### src/rtl/disp_scan_if.sv
// Host/pin bundle for the display scan controller: the host drives enable and
// load data, the controller drives the decoder, anode and status lines.
interface disp_scan_if #(
  parameter int unsigned NDIG = 4
) ();
  logic              enable;
  logic              load;
  logic [4*NDIG-1:0] data;
  logic [NDIG-1:0]   dp_in;
  logic              load_ready;
  logic [3:0]        bcd;
  logic [NDIG-1:0]   an;
  logic              dp;
  logic              frame_done;

  modport master (
    output enable, load, data, dp_in,
    input  load_ready, bcd, an, dp, frame_done
  );

  modport slave (
    input  enable, load, data, dp_in,
    output load_ready, bcd, an, dp, frame_done
  );
endinterface

### src/rtl/disp_scan_ctrl.sv
// Time-multiplexed scan controller for NDIG common-anode 7-segment digits.
// New digit data lands in a shadow buffer and is committed to the displayed
// buffer only at a frame boundary (or while dark), so a frame never tears.
module disp_scan_ctrl #(
  parameter int unsigned NDIG   = 4,
  parameter int unsigned ON_CYC = 100000,
  parameter int unsigned GUARD  = 16,
  parameter int unsigned LZB    = 1
) (
  input logic        clk,
  input logic        rst,
  disp_scan_if.slave bus
);

  localparam int unsigned CntMax = (ON_CYC > GUARD) ? ON_CYC : GUARD;
  localparam int unsigned CntW   = (CntMax > 1) ? $clog2(CntMax) : 1;
  localparam int unsigned IdxW   = $clog2(NDIG);

  localparam logic [CntW-1:0] GuardLast = CntW'(GUARD - 1);
  localparam logic [CntW-1:0] OnLast    = CntW'(ON_CYC - 1);
  localparam logic [IdxW-1:0] IdxLast   = IdxW'(NDIG - 1);

  typedef enum logic [1:0] {StOff, StGuard, StOn} state_e;

  state_e             st_q, st_d;
  logic [IdxW-1:0]    idx_q, idx_d;
  logic [CntW-1:0]    cnt_q, cnt_d;
  logic               fd_d;

  logic [4*NDIG-1:0]  shadow_q, shadow_d;
  logic [NDIG-1:0]    shadow_dp_q, shadow_dp_d;
  logic [4*NDIG-1:0]  active_q, active_d;
  logic [NDIG-1:0]    active_dp_q, active_dp_d;
  logic               pending_q, pending_d;
  logic               load_ready_q, load_ready_d;

  logic [NDIG-1:0]    an_q, an_d;
  logic               dp_q, dp_d;
  logic [3:0]         bcd_q, bcd_d;
  logic               fd_q;

  logic               commit;
  logic               accept;
  logic [NDIG-1:0]    nib_zero;
  logic [NDIG-1:0]    lead_zero;
  logic [NDIG-1:0]    blank_v;
  logic               blank_sel;

  // Scan state register.
  always_ff @(posedge clk or posedge rst) begin
    if (rst) begin
      st_q  <= StOff;
      idx_q <= '0;
      cnt_q <= '0;
    end else begin
      st_q  <= st_d;
      idx_q <= idx_d;
      cnt_q <= cnt_d;
    end
  end

  // Guard/on schedule; dropping enable aborts to dark from any state.
  always_comb begin
    st_d  = st_q;
    idx_d = idx_q;
    cnt_d = cnt_q + CntW'(1);
    fd_d  = 1'b0;
    if (!bus.enable) begin
      st_d  = StOff;
      idx_d = '0;
      cnt_d = '0;
    end else begin
      case (st_q)
        StOff: begin
          st_d  = StGuard;
          idx_d = '0;
          cnt_d = '0;
        end
        StGuard: begin
          if (cnt_q == GuardLast) begin
            st_d  = StOn;
            cnt_d = '0;
          end
        end
        StOn: begin
          if (cnt_q == OnLast) begin
            st_d  = StGuard;
            cnt_d = '0;
            if (idx_q == IdxLast) begin
              idx_d = '0;
              fd_d  = 1'b1;
            end else begin
              idx_d = idx_q + IdxW'(1);
            end
          end
        end
        default: begin
          st_d  = StOff;
          idx_d = '0;
          cnt_d = '0;
        end
      endcase
    end
  end

  // Shadow/active buffering and the load handshake.
  always_comb begin
    commit      = pending_q & ((st_q == StOff) | fd_d);
    // pending_q implies load_ready_q=0, so accept and commit never coincide.
    accept      = bus.load & load_ready_q;
    shadow_d    = accept ? bus.data  : shadow_q;
    shadow_dp_d = accept ? bus.dp_in : shadow_dp_q;
    active_d    = commit ? shadow_q    : active_q;
    active_dp_d = commit ? shadow_dp_q : active_dp_q;
    pending_d   = accept ? 1'b1 : (commit ? 1'b0 : pending_q);
    // Stays low through the commit cycle, rises one cycle later.
    load_ready_d = ~pending_q & ~pending_d;
  end

  // Output decode from next-state values so registered pins line up with state.
  always_comb begin
    for (int i = 0; i < NDIG; i++) begin
      nib_zero[i] = (active_d[4*i +: 4] == 4'd0);
    end
    lead_zero[NDIG-1] = nib_zero[NDIG-1];
    for (int i = NDIG - 2; i >= 0; i--) begin
      lead_zero[i] = nib_zero[i] & lead_zero[i+1];
    end
    for (int i = 0; i < NDIG; i++) begin
      blank_v[i] = (active_d[4*i +: 4] > 4'd9) | ((LZB != 0) && (i != 0) && lead_zero[i]);
    end
    blank_sel = blank_v[idx_d];
    bcd_d     = active_d[{idx_d, 2'b00} +: 4];
    an_d      = '1;
    dp_d      = 1'b1;
    if (st_d == StOn && !blank_sel) begin
      an_d[idx_d] = 1'b0;
      dp_d        = ~active_dp_d[idx_d];
    end
  end

  // Buffers, handshake and registered pin drivers.
  always_ff @(posedge clk or posedge rst) begin
    if (rst) begin
      shadow_q     <= '0;
      shadow_dp_q  <= '0;
      active_q     <= '0;
      active_dp_q  <= '0;
      pending_q    <= 1'b0;
      load_ready_q <= 1'b1;
      an_q         <= '1;
      dp_q         <= 1'b1;
      bcd_q        <= 4'd0;
      fd_q         <= 1'b0;
    end else begin
      shadow_q     <= shadow_d;
      shadow_dp_q  <= shadow_dp_d;
      active_q     <= active_d;
      active_dp_q  <= active_dp_d;
      pending_q    <= pending_d;
      load_ready_q <= load_ready_d;
      an_q         <= an_d;
      dp_q         <= dp_d;
      bcd_q        <= bcd_d;
      fd_q         <= fd_d;
    end
  end

  assign bus.load_ready = load_ready_q;
  assign bus.an         = an_q;
  assign bus.dp         = dp_q;
  assign bus.bcd        = bcd_q;
  assign bus.frame_done = fd_q;

endmodule

### src/flat_wrapper.sv
// flat-port wrapper written by rule: the top's interface ports become plain ports
module disp_scan_ctrl_flat 
#(
  parameter int unsigned NDIG   = 4,
  parameter int unsigned ON_CYC = 100000,
  parameter int unsigned GUARD  = 16,
  parameter int unsigned LZB    = 1
)
  (clk, rst, bus_enable, bus_load, bus_data, bus_dp_in, bus_load_ready, bus_bcd, bus_an, bus_dp, bus_frame_done);
  disp_scan_if #(.NDIG(NDIG)) bus_i ();
  input logic clk;
  input logic rst;
  input wire logic [$bits(bus_i.enable)-1:0] bus_enable;
  input wire logic [$bits(bus_i.load)-1:0] bus_load;
  input wire logic [$bits(bus_i.data)-1:0] bus_data;
  input wire logic [$bits(bus_i.dp_in)-1:0] bus_dp_in;
  output wire logic [$bits(bus_i.load_ready)-1:0] bus_load_ready;
  output wire logic [$bits(bus_i.bcd)-1:0] bus_bcd;
  output wire logic [$bits(bus_i.an)-1:0] bus_an;
  output wire logic [$bits(bus_i.dp)-1:0] bus_dp;
  output wire logic [$bits(bus_i.frame_done)-1:0] bus_frame_done;
  assign bus_i.enable = bus_enable;
  assign bus_i.load = bus_load;
  assign bus_i.data = bus_data;
  assign bus_i.dp_in = bus_dp_in;
  assign bus_load_ready = bus_i.load_ready;
  assign bus_bcd = bus_i.bcd;
  assign bus_an = bus_i.an;
  assign bus_dp = bus_i.dp;
  assign bus_frame_done = bus_i.frame_done;
  disp_scan_ctrl #(.NDIG(NDIG), .ON_CYC(ON_CYC), .GUARD(GUARD), .LZB(LZB)) u_core (.clk(clk), .rst(rst), .bus(bus_i));
endmodule
### config.mk
export PLATFORM = sky130hd
export DESIGN_NAME = disp_scan_ctrl_flat
export DESIGN_NICKNAME = d
export VERILOG_FILES = /design/src/rtl/disp_scan_if.sv /design/src/rtl/disp_scan_ctrl.sv /design/src/flat_wrapper.sv
export SDC_FILE = /design/constraint.sdc
export NUM_CORES = 1
export LEC_CHECK = 0
export BUFFER_PORTS_ARGS = -buffer_cell sky130_fd_sc_hd__buf_2
export CORE_MARGIN = 5
export CORE_UTILIZATION = 53
export DETAILED_ROUTE_END_ITERATION = 6
export PLACE_DENSITY = 0.73
export REMOVE_ABC_BUFFERS = 1
export SLEW_MARGIN = 20
export SYNTH_ARGS = -nofsm -noshare
export SYNTH_HDL_FRONTEND = slang
export SYNTH_SLANG_ARGS = --single-unit
### constraint.sdc
create_clock -name clk -period 4.4 [get_ports clk]
set_clock_uncertainty 0.2 [all_clocks]
set_input_delay 0.22 -clock clk [delete_from_list [all_inputs] [get_ports clk]]
set_output_delay 0.22 -clock clk [all_outputs]
set_load 0.05 [all_outputs]
==> results of run 1 <==
[synthesized netlist by cell type (2+ instances only)]
cell type / n / share of area, %
or4_1: 2 / 0.44
and2_1: 2 / 0.36
buf_2: 2 / 0.29
ha_1: 6 / 2.2
nor2_1: 28 / 3.1
inv_1: 9 / 0.98
nor4_1: 4 / 0.73
o2111ai_1: 2 / 0.51
nand3_1: 9 / 1.3
clkbuf_1: 4 / 0.44
xor2_1: 7 / 1.8
o31ai_1: 2 / 0.44
a21oi_1: 5 / 0.73
nand2b_1: 2 / 0.36
a32o_1: 2 / 0.58
xnor2_1: 7 / 1.8
o21ai_0: 13 / 1.9
nand2_1: 15 / 1.6
or3_1: 4 / 0.73
dfstp_2: 6 / 4.6
or4_4: 2 / 0.65
nand4_1: 6 / 1.1
mux2_2: 40 / 13
mux2i_1: 13 / 3.8
dfrtp_1: 67 / 49
and3_1: 3 / 0.55
nor3_1: 2 / 0.29
[kinds of logic (layout without fill, tap and decap cells)]
family                     Yosys count  in the layout  synth area share [%]
buffers and inverters               18             85                  2.62
adders and majority gates            6              6                  2.18
xor gates and xnor gates            14             14                  3.56
and+or+nand+nor                     85             85                  13.1
DFF                                 73             73                  53.3
AOI/OAI and AO/OA                   37             37                  7.74
muxes                               54             54                  17.5
[power by group]
part | switching (W) | internal, W | total (W) | leakage [nW]
sequential | 0.000114 | 0.000854 | 0.000968 | 0.897
clock | 0.000260 | 0.000435 | 0.000694 | 0.133
combinational | 0.000260 | 0.000236 | 0.000496 | 0.662
total | 0.000633 | 0.00152 | 0.00216 | 1.69
[worst max-delay path: cells and delay by family, from the launching register on]
kind	cells	cell delay, ns
buf+inv	1	0.33
simple gates	4	1.23
mux	1	0.25
flops	1	0.42
compound gates	2	0.92
[path summary, 6_finish.rpt]
path,slack [ns],end,start,cells after the start
min reg2reg,0.25,u_core.bus.load_ready$_DFF_PP1_,u_core.pending_q$_DFF_PP0_,1
max reg2reg,0.98,u_core.bus.an[2]$_DFF_PP1_,u_core.cnt_q[12]$_DFF_PP0_,8
min,0.20,u_core.shadow_q[13]$_DFFE_PP0P_,rst,3
max,0.98,u_core.bus.an[2]$_DFF_PP1_,u_core.cnt_q[12]$_DFF_PP0_,8
min in group clk,0.25,u_core.bus.load_ready$_DFF_PP1_,u_core.pending_q$_DFF_PP0_,1
max in group asynchronous,2.78,u_core.cnt_q[0]$_DFF_PP0_,rst,4
[cell usage in the layout, fill, tap and decap left out, drive strengths merged, types with 2 or more instances in the layout]
cell,synthesis,layout
mux2,40,40
nand2,15,15
nor2,28,28
bufinv,0,4
dlygate4sd3,0,23
nor4,5,5
a21oi,5,5
nand4,6,6
or4,4,4
or3,4,4
mux2i,13,13
nand2b,2,2
a32o,2,2
o21ai,14,14
clkbuf,4,9
nand3,9,9
o211ai,2,2
nor3,2,2
ha,6,6
and3,3,3
buf,4,36
o2111ai,2,2
dfstp,6,6
xnor2,7,7
o31ai,3,3
clkinv,1,4
xor2,7,7
inv,9,9
dfrtp,67,67
and2,3,3
[metal layers]
metal,up-vias,wire length [um]
met5,-,0
li1,1156,-
met4,0,152
met2,52,3160
met1,1168,3190
met3,14,279
[cell type report]
type / instances / share of cell area (%)
Tap cell: 77 / 2.31
Timing Repair Buffer: 59 / 9.96
Clock buffer: 9 / 2.97
Multi-Input combinational cell: 196 / 36.4
Inverter: 10 / 0.930
Sequential cell: 73 / 44.0
Clock inverter: 7 / 3.42
[flip-flops by register name, indices dropped and copies added (netlist names), 2 cells and up]
signal,count
u_core.active_dp_q,4
u_core.shadow_dp_q,4
u_core.shadow_q,16
u_core.active_q,16
u_core.cnt_q,17
u_core.bus.bcd,4
u_core.idx_q,2
u_core.st_q,2
u_core.bus.an,4
[what timing repair did]
action | 4_1_cts | 5_1_grt
hold buffers | 23 | 0
endpoints found under the hold margin | 43 | 0
resized for setup | 0 | 0
[per-stage QoR]
stage | total power (W) | setup WS [ns] | instance area [um2] | util, % | cells
after floorplan | 0.00132 | 1.08 | 3390 | - | 279
after global placement | 0.00144 | 1.04 | 3670 | 57.8 | 392
after detailed placement | 0.00146 | 1.00 | 3670 | 57.8 | 392
after CTS | 0.00218 | 0.990 | 4170 | 65.7 | 431
after global routing | 0.00227 | 0.824 | 4170 | 65.7 | 431
final | 0.00216 | 0.980 | 4170 | 65.7 | 431
==> out/results.ini, run 1 <==
[synthesis]
synth_cells=287
ys_seq_area_share_pct=53.3
synthFlopType=dfrtp_1
synth_seq_cells=73
ys_types=50
postSynth.asyncResetShare_pct=100
syn_area_um2=3440
synth-edff-count=0
syn_avg_cell_area_um2=12.0
yosys_warnings=0

[die]
die_y_um=90.6
dieArea_um2=8210
die_w_um=90.6
ios=35
start_util_pct=54.2
rows=29
coreArea_um2=6350

[critical_path]
slowest_delay_ns=0.72
critPathLaunchType=register
arrival_ns=3.51
crit_path_frequent_cell=or4_4
crit_path_top_delay_cell=o31ai_4
crit_path_end_kind=register
path_max_fanout=15
cp_data_required_time_ns=4.49
path_class=register to register
path_cells=or4_4 > or4_4 > o31ai_4 > buf_4 > mux2i_1 > nand3_1 > o2111a_2 > nand4_1

[clock_tree]
clock-sinks=73
cts_buffer_depth=2
numCtsBuffers=9
cts-htree-levels=3
clkSlewWorstSetupHoldPaths_ns=0.09
post_cts_buffers=0
cts_tree=built
clock_latency_ns=0.36
cts_root_buffer=clkbuf_8

[global_route]
grt_pass1_wl_mm=11.8
grt_pass1_vias=2466
grt_max_degree=54
met2_usage_pct=27.0
grtUsageMet1_pct=23.7
overflow=0
grtUsageMet3_pct=3.92
antenna_found_initial=0
grt_most_used_layer=met2
gr-usage-all-layers_pct=17.6

[cells_and_area]
regArea_um2=1830
area_growth_pct=21.1
n_antenna_cell=0
nets=379
n_fill_cell=497
multi_input_area_um2=1520
drive_gt1_share_pct=31.1

[route]
vias=2390
ant_nets=0
wl_per_cell_um=15.7
drt_wl_total_mm=6.78
route.detailed.drc=0
vias_per_cell=5.55
drt-initial-drc-count=97
first_pass_iters=4

[sta]
setup_viol_count_final=0
slew_headroom_pct=36.8
rsz0062_at_grt=no
hold_violations=0
timing.hold.ws_ns=0.203
drv_slew=0
period_share_pct=77.7
fmax_ghz=0.292
finalSetupTns_ns=0
period_minus_slack_ns=3.42
tightest_slew_ns=0.945

[worst_hold_path]
hp-class=input pin to asynchronous set/reset pin

[power_and_ir_drop]
total_leakage_power_nw=1.69
peakVddDrop_mv=0.306
p_per_area_nw_per_um2=518

[placement]
dp_hpwl_mm=4.61
port_buffers=34
gp_congestion=0.822

[run]
cap_violations=0

[run_status]
status=completed

Power figures use the tool's default switching activity.
==> inputs of run 2 (changes only) <==
- PLACE_DENSITY: 0.73 -> 0.76
- clock period: 4.4 -> 2.9 ns (I/O delays scaled with it)
==> run 2 against run 1 <==
  * The flow now finishes with violations (setup timing)
  * Highest routed layer unchanged
  * Hold slack better by 0.059 ns
  * Non-clock buffer count is 30 higher
  * Clock-buffer cell count is 3 higher
  * Combinational power is 56% higher
  * Sequential share of layout area is 2.0 points lower
  * Largest cell class unchanged
  * Utilization is 3.2 points higher
  * Fmax is 11% higher
  * Sequential power is 52% higher
  * Global-route usage is 0.89 points higher
  * Die area stayed put
  * Largest power group unchanged
==> out/results.ini, run 2 (synthesis gave the netlist of run 1 again) <==
[run_status]
status=complete, but fails checks
violations=setup timing

[sta]
period_minus_slack_ns=3.08  ; -0.343 ns
fmax_ghz=0.325  ; +11%
period_share_pct=106  ; +28 points
tightest_slew_ns=0.976  ; +0.0308 ns
hold_violations=0  ; unchanged
finalSetupTns_ns=-1.12  ; -1.12 ns
drv_slew=0  ; unchanged
slew_headroom_pct=34.8  ; -2.1 points
layout_setup_ws_ns=-0.178  ; -1.16 ns
setup_viol_count_final=9  ; +9
rsz0062_at_grt=yes

[power_and_ir_drop]
seqPwrFrac_pct=47.8  ; +3.0 points
pwr-share-clk_pct=27.0  ; -5.2 points
internal_power_w=0.00211  ; +39%
p_switching_w=0.000964  ; +52%
sw_frac_of_total_pct=31.3  ; +2.0 points
comb_power_share_pct=25.2  ; +2.2 points
total_leakage_power_nw=1.83  ; +7.8%
p_per_area_nw_per_um2=704  ; +36%
peakVddDrop_mv=0.519  ; +69%

[placement]
dp_hpwl_mm=4.87  ; +5.5%
gp_congestion=0.831  ; +1.1%
port_buffers=34  ; unchanged
post_dp_cell_area_um2=3880  ; +5.6%
post-place-ws_ns=-0.137  ; -1.14 ns
dp_cells=416  ; +6.1%

[die]
rows=29  ; unchanged
die_y_um=90.6  ; unchanged
start_util_pct=54.2  ; unchanged
dieArea_um2=8210  ; unchanged
ios=35  ; unchanged
coreArea_um2=6350  ; unchanged
die_w_um=90.6  ; unchanged

[cells_and_area]
post-route-util_pct=68.8  ; +3.2 points
top_register=u_core.cnt_q
final_cells=461  ; +7.0%
nets=409  ; +7.9%
final_area_um2=4370  ; +4.8%
drive_gt1_share_pct=36.5  ; +5.4 points
n_antenna_cell=0  ; unchanged
layout_common_cells=dfrtp_1 (67), mux2_2 (40), buf_2 (34)
mostFrequentLayoutCell=dfrtp_1
top_regs=u_core.cnt_q x17, u_core.active_q x16, u_core.shadow_q x16
area_growth_pct=27.0
largest_reg_flops=17  ; unchanged

[route]
wl_per_cell_um=15.6  ; -0.62%
vias=2534  ; +6.0%
drt_wl_total_mm=7.21  ; +6.3%
route.detailed.drc=0  ; unchanged
drt-initial-drc-count=169  ; +74%
first_pass_iters=4  ; unchanged
ant_nets=0  ; unchanged
vias_per_cell=5.50  ; -0.87%

[critical_path]
crit_path_top_delay_cell=or4_4
path_class=register to register
cp_data_required_time_ns=2.92  ; -1.57 ns
crit_path_frequent_cell=or4_4
path_max_fanout=8  ; -7
crit_path_end_kind=register
critPathLaunchType=register
slowest_delay_ns=0.55  ; -0.17 ns
arrival_ns=3.10  ; -0.41 ns
path_cells=or4_4 > or4_4 > or4_4 > and2_4 > or2_4 > clkinv_4 > buf_12 > mux2i_1 > mux2i_1

[worst_hold_path]
hp-class=register to register

[global_route]
grt_pass1_wl_mm=12.4  ; +5.9%
grt_pass1_vias=2654  ; +7.6%
gr-usage-all-layers_pct=18.5  ; +0.89 points
grt_max_degree=74  ; +37%
antenna_found_initial=0  ; unchanged
overflow=0  ; unchanged

[clock_tree]
clkSlewWorstSetupHoldPaths_ns=0.07  ; -0.02 ns
cts-htree-levels=3  ; unchanged
cts_tree=built
cts_root_buffer=clkbuf_8
clock_latency_ns=0.35  ; about the same
clock-sinks=73  ; unchanged
cts_buffer_depth=2  ; unchanged
numCtsBuffers=9  ; unchanged

[run]
cap_violations=0  ; unchanged

## run 2: cell types whose count changed in the layout (fill, tap and decap cells not counted), sizes merged
cell	delta
bufinv	-3
clkinvlp	+1
inv	+1
buf	+30
clkbuf	+3
clkinv	-2
## run 2: power by group through the flow
stage	Sequential, W	Clock, W	Combinational (W)
floorplan	0.00154	0	0.000461
global placement	0.00147	0	0.000735
detailed placement	0.00148	0	0.000755
CTS	0.00147	0.000843	0.000785
global route	0.00151	0.000888	0.000845
finish	0.00147	0.000831	0.000775
## run 2: worst paths after layout
kind | from | slack (ns) | cells after the start | endpoint
setup / recovery | u_core.cnt_q[13]$_DFF_PP0_ | -0.18 | 9 | u_core.bus.bcd[2]$_DFF_PP0_
hold / removal | u_core.pending_q$_DFF_PP0_ | 0.26 | 1 | u_core.bus.load_ready$_DFF_PP1_
setup reg to reg | u_core.cnt_q[13]$_DFF_PP0_ | -0.18 | 9 | u_core.bus.bcd[2]$_DFF_PP0_
hold reg to reg | u_core.pending_q$_DFF_PP0_ | 0.26 | 1 | u_core.bus.load_ready$_DFF_PP1_
max in group asynchronous | rst | 1.50 | 4 | u_core.pending_q$_DFF_PP0_
min in group asynchronous | rst | 0.43 | 4 | u_core.active_q[3]$_DFF_PP0_
## run 2: area by class of cell
cell class                 instances  area, um2
fill                             477       1980
sequential                        73       1830
multi-input combinational        196       1520
timing repair buffer              89        669
clock buffer                      12        155
tap                               77       96.3
clock inverter                     4       51.3
inverter                          10       42.5
## run 2: layer usage
metal,vias up,wire length [um],GRT usage (%)
li1,1220,-,-
met1,1251,3400,25.6
met2,49,3420,28.5
met3,14,263,3.33
met4,0,129,7.94
met5,-,0,0
## run 2: what timing repair did
| item | CTS | global route |
|---|---|---|
| gates resized for setup | 1 | 2 |
| setup endpoints to repair | 9 | 9 |
| pin swaps | 4 | 5 |
| buffers inserted | 4 | 2 |
| hold buffers | 23 | 0 |
| hold endpoints to repair | 91 | 0 |
## run 2: worst max-delay path, delay by kind of cell, from the launching register on
family | cells | cell delay [ns]
simple gates | 5 | 1.87
mux | 2 | 0.30
buf+inv | 2 | 0.19
flops | 1 | 0.38
## run 2: stage by stage
step,hold WS (ns),power (W)
final,0.262,0.00308
after global routing,0.285,0.00324
after CTS,0.261,0.00310
after detailed placement,0.112,0.00224
after global placement,0.0999,0.00221
after floorplan,0.00122,0.00200
